==> src/rtl/runtime_stat_unit.sv <==
// runtime_stat_unit: times runs from instr_en/synch, keeps last/min/max/total/count of final counts
// and buffers each result in a show-ahead history FIFO drained via valid/ready.
module runtime_stat_unit #(
  parameter int WORD_WIDTH  = 32,
  parameter int TOTAL_WIDTH = 48,
  parameter int DEPTH       = 8,
  parameter int CNT_WIDTH   = 16
) (
  input  logic                   clk,
  input  logic                   rst,
  input  logic                   instr_en,
  input  logic                   synch,
  input  logic [WORD_WIDTH-1:0]  ctr_val,
  input  logic                   clear,
  output logic                   running,
  output logic [WORD_WIDTH-1:0]  last_rt,
  output logic [WORD_WIDTH-1:0]  min_rt,
  output logic [WORD_WIDTH-1:0]  max_rt,
  output logic [TOTAL_WIDTH-1:0] total_rt,
  output logic [CNT_WIDTH-1:0]   run_cnt,
  output logic                   hist_valid,
  output logic [WORD_WIDTH-1:0]  hist_data,
  input  logic                   hist_ready,
  output logic                   overflow
);
  localparam int AW = $clog2(DEPTH);
  localparam logic [AW:0] FULL = (AW+1)'(DEPTH);
  typedef enum logic [1:0] {IDLE, RUN, CAPTURE} state_t;
  state_t state_q, state_d;
  logic [WORD_WIDTH-1:0] last_q, last_d, min_q, min_d, max_q, max_d;
  logic [TOTAL_WIDTH-1:0] total_q, total_d;
  logic [TOTAL_WIDTH:0] sum;
  logic [CNT_WIDTH-1:0] cnt_q, cnt_d;
  logic [AW-1:0] wr_q, wr_d, rd_q, rd_d;
  logic [AW:0] occ_q, occ_d;
  logic ovf_q, ovf_d;
  logic capture, full, pop, push;
  logic [WORD_WIDTH-1:0] mem [DEPTH];

  always_comb begin
    state_d = state_q;
    case (state_q)
      IDLE:    state_d = (instr_en && !synch) ? RUN : IDLE;
      RUN:     state_d = synch ? CAPTURE : RUN;
      default: state_d = IDLE;
    endcase
    capture = state_q == CAPTURE;
    full    = occ_q == FULL;
    pop     = hist_valid && hist_ready;
    // a full FIFO still accepts the new result when the head leaves in the same cycle
    push    = capture && (!full || pop);
    sum     = {1'b0, total_q} + (TOTAL_WIDTH+1)'(ctr_val);
    last_d  = capture ? ctr_val : last_q;
    min_d   = (capture && ctr_val < min_q) ? ctr_val : min_q;
    max_d   = (capture && ctr_val > max_q) ? ctr_val : max_q;
    total_d = !capture ? total_q : sum[TOTAL_WIDTH] ? '1 : sum[TOTAL_WIDTH-1:0];
    cnt_d   = (capture && !(&cnt_q)) ? cnt_q + 1'b1 : cnt_q;
    wr_d    = push ? wr_q + 1'b1 : wr_q;
    rd_d    = pop ? rd_q + 1'b1 : rd_q;
    occ_d   = (push && !pop) ? occ_q + 1'b1 : (!push && pop) ? occ_q - 1'b1 : occ_q;
    ovf_d   = ovf_q || (capture && !push);
    if (clear) begin
      state_d = IDLE;
      last_d  = '0;
      min_d   = '1;
      max_d   = '0;
      total_d = '0;
      cnt_d   = '0;
      wr_d    = '0;
      rd_d    = '0;
      occ_d   = '0;
      ovf_d   = 1'b0;
    end
  end

  always_ff @(posedge clk or posedge rst) begin
    if (rst) begin
      state_q <= IDLE;
      last_q  <= '0;
      min_q   <= '1;
      max_q   <= '0;
      total_q <= '0;
      cnt_q   <= '0;
      wr_q    <= '0;
      rd_q    <= '0;
      occ_q   <= '0;
      ovf_q   <= 1'b0;
    end else begin
      state_q <= state_d;
      last_q  <= last_d;
      min_q   <= min_d;
      max_q   <= max_d;
      total_q <= total_d;
      cnt_q   <= cnt_d;
      wr_q    <= wr_d;
      rd_q    <= rd_d;
      occ_q   <= occ_d;
      ovf_q   <= ovf_d;
    end
  end

  // storage needs no reset: occupancy gates everything read out of it
  always_ff @(posedge clk) begin
    if (push && !clear) mem[wr_q] <= ctr_val;
  end

  assign running    = state_q == RUN;
  assign last_rt    = last_q;
  assign min_rt     = min_q;
  assign max_rt     = max_q;
  assign total_rt   = total_q;
  assign run_cnt    = cnt_q;
  assign overflow   = ovf_q;
  assign hist_valid = occ_q != '0;
  assign hist_data  = hist_valid ? mem[rd_q] : '0;
endmodule
==> config.mk <==
export PLATFORM = sky130hd
export DESIGN_NAME = runtime_stat_unit
export DESIGN_NICKNAME = d
export VERILOG_FILES = /design/src/rtl/runtime_stat_unit.sv
export SDC_FILE = /design/constraint.sdc
export NUM_CORES = 1
export LEC_CHECK = 0
export ABC_AREA = 0
export ABC_CLOCK_PERIOD_IN_PS = 7100
export CORE_MARGIN = 2
export CORE_UTILIZATION = 55
export DETAILED_ROUTE_END_ITERATION = 16
export PLACE_DENSITY = 0.8
export SYNTH_ARGS = -nofsm -noshare
export SYNTH_HDL_FRONTEND = slang
export SYNTH_SLANG_ARGS = --single-unit
==> constraint.sdc <==
create_clock -name clk -period 7.1 [get_ports clk]
set_input_delay 1.065 -clock clk [delete_from_list [all_inputs] [get_ports clk]]
set_output_delay 1.065 -clock clk [all_outputs]
set_load 0.02 [all_outputs]
==> impl_metrics.py, run 1 <==
metrics = {
    "status": {
        "status": "finished, final reports clean",
    },
    "clock_network": {
        "htreeDepth": 2,
        "cts_made_buffers": 45,
        "cts_tree": "built",
        "clockBufferDepth": 3,
        "path_clk_slew_ps": 60,
        "cts_resized": 0,
        "post_cts_buffers": 0,
        "cts_root_buffer": "clkbuf_16",
        "clock_sinks": 429,
        "insertion_delay_ps": 550,
        "cts_hold_buf": 0,
    },
    "sta": {
        "slew_viol_final": 0,
        "period_needed_ps": 4740,
        "slew_headroom_pct": 20.2,
        "fmax_mhz": 211,
        "setup_tns_ps": 0,
        "finalCritPeriodShare_pct": 66.7,
        "final_hold_viol_count": 0,
        "setup_viol_count_final": 0,
        "worst_pin_slew_ps": 1190,
        "rsz0062_at_grt": "no",
        "final.setup_skew_ps": 17.2,
    },
    "pwr": {
        "power.leakage_nw": 9.45,
        "p_sw_share_pct": 27.0,
        "combPwrFrac_pct": 18.3,
        "power_switching_w": 0.00166,
        "p_per_area_mw_per_mm2": 249,
        "ir_drop_v": 0.000159,
        "pwr-share-clk_pct": 36.8,
        "pwr-share-seq_pct": 45.0,
        "intPower_w": 0.00448,
    },
    "worst_setup_path": {
        "cp_max_fo": 20,
        "critPathRequiredTime_ps": 7500,
        "cp.arrival_ps": 5130,
        "critPathCaptureType": "flip-flop",
        "worstSetupPathType": "input port to flip-flop",
        "startpoint_type": "input port",
    },
    "floorplan": {
        "die_h_um": 196,
        "row_count": 70,
        "ios": 233,
        "core_mm2": 0.0365,
        "dieArea_mm2": 0.0386,
        "initial_utilization_pct": 55.8,
        "die_w_um": 196,
    },
    "global_route": {
        "antenna_found_initial": 0,
        "overflow": 0,
        "grtUsageTotal_pct": 27.3,
        "grt_max_degree": 113,
        "busiest_layer": "met2",
        "use_met2_pct": 44.5,
        "grt_pass1_wl_um": 80700,
        "met3_usage_pct": 5.17,
        "grt_pass1_vias": 14200,
        "use_met1_pct": 37.0,
    },
    "yosys": {
        "yosysUniqueCellTypes": 64,
        "netlist_top_cells_area": "edfxtp_1 38%, dfrtp_1 17%, mux4_2 7.1%",
        "synthDominantCellAreaShare_pct": 37.7,
        "synth.avg_cell_area_um2": 12.6,
        "synth-seq-cells": 429,
        "yosysMostFrequentCell": "edfxtp_1",
        "synth_common_cells": "256 x edfxtp_1, 202 x nor2_1, 141 x dfrtp_1, 129 x a21oi_1, 116 x nand2_1",
        "synth_area_mm2": 0.0204,
        "ys.flop_type": "edfxtp_1",
        "synth_edf_count": 256,
        "yosys_warnings": 0,
        "syn_nets": 1760,
        "async_flop_share_pct": 40.3,
        "synth_seq_area_share_pct": 59.2,
        "synth_top_area_cell": "edfxtp_1",
        "synth_cells": 1620,
    },
    "placement": {
        "place_inst": 2267,
        "hpwlAfterDp_um": 33800,
        "io_buffers": 232,
        "place_congestion": 0.944,
    },
    "finish": {
        "multiInputGateArea_mm2": 0.00776,
        "final-seq-area_mm2": 0.0121,
        "fin_cells": 2347,
        "fill_cells": 2533,
        "antenna_cells": 0,
        "nNetsFinal": 1986,
        "syn_to_final_growth_pct": 20.9,
        "drive_gt1_share_pct": 11.5,
    },
    "detailed_routing": {
        "vias_per_cell": 6.01,
        "routedWlPerCell_um": 22.2,
        "post-route-drc-count": 0,
        "drt_first_iter_violations": 1311,
        "finalWirelength_um": 52200,
        "first_pass_iters": 5,
        "via_count": 14100,
        "antenna_left": 0,
    },
    "job": {
        "maxCapViolCount": 0,
    },
    "hold_path": {
        "min_path_type": "flip-flop to flip-flop",
    },
}
## power groups by stage
stage	clock, W	combinational [W]	sequential [W]
floorplan	0	0.000699	0.00275
global placement	0	0.00110	0.00281
detailed placement	0	0.00112	0.00281
CTS	0.00229	0.00113	0.00276
global route	0.00239	0.00119	0.00277
finish	0.00226	0.00112	0.00276
## registers in the layout (all words and copies together), names as in the netlist
signal    flops
mem         256
total_rt     48
last_rt      32
max_rt       32
min_rt       32
run_cnt      16
occ_q         4
rd_q          3
wr_q          3
state_q       2
overflow      1
## path summary, 6_finish.rpt
| kind | start | endpoint | slack [ps] | cells after the start |
|---|---|---|---|---|
| setup / recovery | ctr_val[0] | total_rt[13] | 2360 | 13 |
| hold / removal | overflow | overflow | 510 | 2 |
| setup reg to reg | total_rt[0] | total_rt[13] | 3240 | 12 |
| hold reg to reg | overflow | overflow | 510 | 2 |
| max in group asynchronous | rst | rd_q[0] | 4860 | 3 |
| min in group asynchronous | rst | run_cnt[12] | 1000 | 2 |
## layout make-up
type | count | area share, %
Sequential cell | 429 | 49.0
Multi-Input combinational cell | 1030 | 31.5
Timing Repair Buffer | 257 | 10.2
Clock buffer | 56 | 4.82
Tap cell | 468 | 2.38
Inverter | 83 | 1.28
Clock inverter | 24 | 0.873
## routing by layer
metal	vias up	share of wire, %
met4	0	3.2
li1	6428	-
met1	7038	41
met3	99	7.9
met5	-	0
met2	547	48
## worst max-delay path: stages
cell and delay [ps]:
clkdlybuf4s50_1 650, ha_1 370, fa_1 440, a211o_1 330, a211oi_1 450, o31a_1 240
o211ai_2 140, a31oi_1 280, or2_1 410, buf_4 340, nand2_2 150, o22ai_1 200
nor2_1 60
## logic make-up after synthesis
kind of cell / Yosys count / share of synthesized area (%)
AND/OR/NAND/NOR: 451 / 9.76
flip-flops: 429 / 59.2
buffers and inverters: 161 / 3.06
adder cells (fa/ha/maj): 102 / 6.34
multiplexers: 136 / 10.6
XOR/XNOR: 47 / 2.02
AO/OA/AOI/OAI: 294 / 9.05
## cells in the final DEF, fill, tap and decap left out, types with 45 or more instances in the layout
master             n
nor2_1           196
dfrtp_1          138
ha_1             100
nand2_1          116
mux2i_1           72
clkbuf_16         45
inv_1             82
edfxtp_1         256
mux4_2            64
clkdlybuf4s50_1  231
a21oi_1          127
## per-stage QoR
| step | setup slack, ps | hold WS, ps | power (W) | instance area (um2) | utilization [%] |
|---|---|---|---|---|---|
| after floorplan | 1400 | 463 | 0.00345 | 20400 | - |
| after global placement | 1930 | 479 | 0.00391 | 23200 | 63.6 |
| after global routing | 2090 | 543 | 0.00635 | 24600 | 67.5 |
| after CTS | 2340 | 513 | 0.00618 | 24600 | 67.5 |
| after detailed placement | 1870 | 496 | 0.00393 | 23200 | 63.6 |
| final | 2360 | 511 | 0.00614 | 24600 | 67.5 |
Note: power is estimated with default switching activity, not from simulation.
==> run 2, diff against run 1 <==
Settings changed: ABC_CLOCK_PERIOD_IN_PS 7100 to 4900.
Clock period 7.1 ns to 4.9 ns, I/O delays scaled along.
==> impl_metrics.py, run 2 (synthesized netlist as in run 1, its figures left out) <==
metrics = {
    "clock_network": {
        "clock_sinks": 429,
        "cts_made_buffers": 44,
        "cts_tree": "built",
        "insertion_delay_ps": 560,
        "cts_root_buffer": "clkbuf_16",
        "post_cts_buffers": 0,
        "cts_hold_buf": 0,
        "clockBufferDepth": 3,
        "htreeDepth": 2,
        "cts_resized": 0,
        "path_clk_slew_ps": 60,
    },
    "finish": {
        "largest_reg_flops": 256,
        "syn_to_final_growth_pct": 22.8,
        "layout_common_cells": "256 x edfxtp_1, 231 x clkdlybuf4s50_1, 196 x nor2_1",
        "fill_cells": 2537,
        "top_register": "mem",
        "final_common_cell": "edfxtp_1",
        "drive_gt1_share_pct": 13.2,
        "nNetsFinal": 2012,
        "fin_util_pct": 68.5,
        "fin_cells": 2376,
        "antenna_cells": 0,
    },
    "sta": {
        "final.setup_skew_ps": 13.3,
        "slew_viol_final": 0,
        "final_hold_viol_count": 0,
        "worst_pin_slew_ps": 1060,
        "finalCritPeriodShare_pct": 80.7,
        "slew_headroom_pct": 29.2,
        "period_needed_ps": 3950,
        "setup_viol_count_final": 0,
        "rsz0062_at_grt": "no",
        "setup_tns_ps": 0,
        "fmax_mhz": 253,
    },
    "detailed_routing": {
        "vias_per_cell": 6.13,
        "routedWlPerCell_um": 23.3,
        "first_pass_iters": 6,
        "antenna_left": 0,
        "via_count": 14600,
        "finalWirelength_um": 55300,
        "drt_first_iter_violations": 1581,
        "post-route-drc-count": 0,
    },
    "pwr": {
        "combPwrFrac_pct": 18.2,
        "intPower_w": 0.00675,
        "power.leakage_nw": 9.67,
        "pwr-share-seq_pct": 43.2,
        "pwr-share-clk_pct": 38.7,
        "p_sw_share_pct": 26.9,
        "p_per_area_mw_per_mm2": 369,
        "power_switching_w": 0.00249,
        "fin_total_pwr_w": 0.00924,
        "ir_drop_v": 0.000279,
    },
    "status": {
        "status": "finished, final reports clean",
    },
    "hold_path": {
        "min_from": "last_rt[30]",
        "min_path_type": "flip-flop to flip-flop",
    },
    "floorplan": {
        "core_mm2": 0.0365,
        "dieArea_mm2": 0.0386,
        "die_w_um": 196,
        "ios": 233,
        "row_count": 70,
        "initial_utilization_pct": 55.8,
        "die_h_um": 196,
    },
    "worst_setup_path": {
        "cpMaxStageDelayCell": "dfrtp_4",
        "crit_start": "rd_q[0]",
        "critPathRequiredTime_ps": 4160,
        "worstSetupPathType": "flip-flop to output pin",
        "startpoint_type": "flip-flop",
        "critPathCaptureType": "output pin",
        "rr_startpoint": "total_rt[0]",
        "cpPeakStageDelay_ps": 820,
        "cp_max_fo": 29,
        "cp.arrival_ps": 3220,
        "critical_path.cell_chain": "buf_12 -> mux4_2 -> mux2i_1 -> nor2_1 -> clkdlybuf4s50_1",
    },
    "global_route": {
        "grt_pass1_vias": 14600,
        "grt_max_degree": 119,
        "overflow": 0,
        "antenna_found_initial": 0,
        "grtUsageTotal_pct": 29.0,
        "grt_pass1_wl_um": 85100,
    },
    "placement": {
        "hpwlAfterDp_um": 36600,
        "io_buffers": 232,
        "place_inst": 2294,
        "place_congestion": 0.920,
    },
    "job": {
        "maxCapViolCount": 0,
    },
}
## run 2: cell types whose count changed in the layout (fill, tap and decap cells not counted), sizes merged
cell	previous run	this run
buf	26	53
bufinv	3	7
clkinv	16	14
clkbuf	56	55
clkinvlp	3	4
## run 2: stage by stage
stage	hold slack, ps	area (um2)	setup WS [ps]
after floorplan	463	20400	822
after global placement	483	23500	672
after detailed placement	515	23500	543
after CTS	527	25000	882
after global routing	548	25000	729
final	523	25000	945
## run 2: worst paths after layout
| kind | slack, ps | depth (start not counted) | endpoint |
|---|---|---|---|
| worst max register to register | 1350 | 12 | total_rt[3] |
| worst min register to register | 520 | 2 | last_rt[30] |
| min in group asynchronous | 620 | 2 | total_rt[29] |
| worst max-delay path | 950 | 5 | hist_data[28] |
| max in group asynchronous | 3190 | 3 | last_rt[4] |
| worst min-delay path | 520 | 2 | last_rt[30] |
## run 2: cell type report
type                            instances  area, um2  area share, %
Clock buffer                           55       1190           4.76
Clock inverter                         27        357           1.42
Inverter                               83        315           1.26
Multi-Input combinational cell       1030       7760           31.0
Sequential cell                       429      12100           48.2
Tap cell                              468        586           2.34
Timing Repair Buffer                  284       2750           11.0
## run 2: metal layers
metal	track usage [%]	wire length, um	share of wire [%]	up-vias
met1	39.6	22400	40	7275
met2	45.8	25600	46	688
li1	-	-	-	6472
met5	0	0	0	-
met4	9.71	1920	3.5	0
met3	7.41	5440	9.8	141
## run 2: power by group through the flow
stage	Sequential, W	Combinational, W	Clock (W)
3_5_place_dp	0.00406	0.00166	0
5_1_grt	0.00400	0.00180	0.00373
6_report	0.00399	0.00168	0.00357
3_3_place_gp	0.00406	0.00163	0
2_1_floorplan	0.00399	0.00101	0
4_1_cts	0.00399	0.00168	0.00359
## run 2: critical path: cells and delay by family (launching register included)
family                 cells  cell delay [ps]
buffers and inverters      2              880
muxes                      2              870
and+or+nand+nor            1               70
DFF                        1              820
==> run 3, diff against run 2 <==
Settings changed: ABC_CLOCK_PERIOD_IN_PS 4900 to 3200, CORE_UTILIZATION 55 to 51, PLACE_DENSITY 0.8 to 0.78.
Clock period 4.9 ns to 3.2 ns, I/O delays scaled along.
==> impl_metrics.py, run 3 (synthesized netlist as in run 1, its figures left out) <==
metrics = {
    "status": {
        "status": "finished, final reports clean",
    },
    "floorplan": {
        "dieArea_mm2": 0.0416,
        "ios": 233,
        "die_w_um": 204,
        "row_count": 73,
        "core_mm2": 0.0395,
        "die_h_um": 204,
        "initial_utilization_pct": 51.5,
    },
    "placement": {
        "hpwlAfterDp_um": 38000,
        "pre_cts_ws_ps": -685,
        "place_congestion": 0.949,
        "place_inst": 2477,
        "io_buffers": 232,
    },
    "worst_setup_path": {
        "worstSetupPathType": "flip-flop to output pin",
        "cp.arrival_ps": 2630,
        "crit_family": "buffers and inverters",
        "cp_max_fo": 16,
        "startpoint_type": "flip-flop",
        "critPathRequiredTime_ps": 2720,
        "critical_path.cell_chain": "buf_12 -> buf_12 -> mux4_2 -> mux2i_1 -> nor2_1 -> clkdlybuf4s50_1",
        "cpMostUsedCell": "buf_12",
        "critPathCaptureType": "output pin",
        "cpMaxStageDelayCell": "mux4_2",
        "cpPeakStageDelay_ps": 540,
        "path_buf_inv": 3,
    },
    "global_route": {
        "grtUsageTotal_pct": 27.5,
        "grt_pass1_wl_um": 86800,
        "grt_max_degree": 203,
        "overflow": 0,
        "grt_pass1_vias": 15000,
        "antenna_found_initial": 3,
    },
    "sta": {
        "fmax_mhz": 322,
        "slew_headroom_pct": 21.6,
        "setup_slack_ps": 93.9,
        "slew_viol_final": 0,
        "final_hold_viol_count": 0,
        "setup_viol_count_final": 0,
        "rsz0062_at_grt": "no",
        "final.setup_skew_ps": 23.3,
        "worst_pin_slew_ps": 1180,
        "finalCritPeriodShare_pct": 97.1,
        "period_needed_ps": 3110,
    },
    "pwr": {
        "power.leakage_nw": 10.5,
        "p_per_area_mw_per_mm2": 534,
        "fin_total_pwr_w": 0.0140,
        "ir_drop_v": 0.000401,
    },
    "finish": {
        "fin_cells": 2566,
        "final_common_cell": "edfxtp_1",
        "top_register": "mem",
        "final-seq-area_mm2": 0.0121,
        "syn_to_final_growth_pct": 29.0,
        "drive_gt1_share_pct": 19.0,
        "largest_reg_flops": 256,
        "multiInputGateArea_mm2": 0.00782,
        "fill_cells": 2852,
        "layout_common_cells": "256 x edfxtp_1, 216 x clkdlybuf4s50_1, 195 x nor2_1",
        "nNetsFinal": 2144,
    },
    "clock_network": {
        "cts_made_buffers": 44,
        "htreeDepth": 2,
        "clockBufferDepth": 3,
        "cts_tree": "built",
        "path_clk_slew_ps": 60,
        "clock_sinks": 429,
        "cts_root_buffer": "clkbuf_16",
        "insertion_delay_ps": 570,
    },
    "job": {
        "maxCapViolCount": 0,
    },
    "detailed_routing": {
        "drt_first_iter_violations": 1009,
        "first_pass_iters": 5,
        "routedWlPerCell_um": 22.0,
        "via_count": 14800,
        "vias_per_cell": 5.77,
        "finalWirelength_um": 56500,
        "post-route-drc-count": 0,
        "antenna_left": 0,
    },
    "hold_path": {
        "min_path_type": "input port to flip-flop",
    },
}
[run 3: where the power goes]
group          internal (W)  switching, W  leakage [nW]
logic               0.00131       0.00154          5.17
clock network       0.00302       0.00219         0.719
registers           0.00594     0.0000650          4.59
[run 3: layout make-up]
| class | count | area share, % |
|---|---|---|
| Tap cell | 525 | 2.50 |
| Multi-Input combinational cell | 1030 | 29.7 |
| Antenna cell | 1 | 0.00952 |
| Inverter | 83 | 1.20 |
| Timing Repair Buffer | 416 | 15.1 |
| Sequential cell | 429 | 45.9 |
| Clock buffer | 59 | 4.63 |
| Clock inverter | 23 | 0.928 |
[run 3: what timing repair did]
action | CTS | global route
setup buffers | 5 | 1
hold buffers | 0 | 0
setup endpoints to repair | 35 | 46
resized for setup | 13 | 18
hold endpoints to repair | 0 | 0
pin swaps | 1 | 5
[run 3: path summary, 6_finish.rpt]
| path | from | end | slack, ps | cells after the start |
|---|---|---|---|---|
| max | rd_q[0] | hist_data[27] | 90 | 6 |
| min | clear | wr_q[1] | 120 | 2 |
| max reg2reg | total_rt[0] | total_rt[30] | 120 | 12 |
| min reg2reg | overflow | overflow | 510 | 2 |
| max in group asynchronous | rst | rd_q[0] | 2020 | 3 |
| min in group asynchronous | rst | total_rt[36] | 430 | 3 |
[run 3: per-layer routing]
metal | GRT usage, % | vias to the layer above | routed length (um)
li1 | - | 6750 | -
met5 | 0 | - | 12
met2 | 44.3 | 560 | 26700
met4 | 8.71 | 2 | 1740
met3 | 8.02 | 102 | 5450
met1 | 36.2 | 7399 | 22700
[run 3: metrics by stage]
stage	instance area, um2	setup TNS (ps)	hold WS, ps	util [%]
after floorplan	20400	0	463	-
after global placement	24700	-37390	490	62.4
after detailed placement	24700	-46120	505	62.4
after CTS	26200	0	101	66.3
after global routing	26300	0	114	66.5
final	26300	0	124	66.5
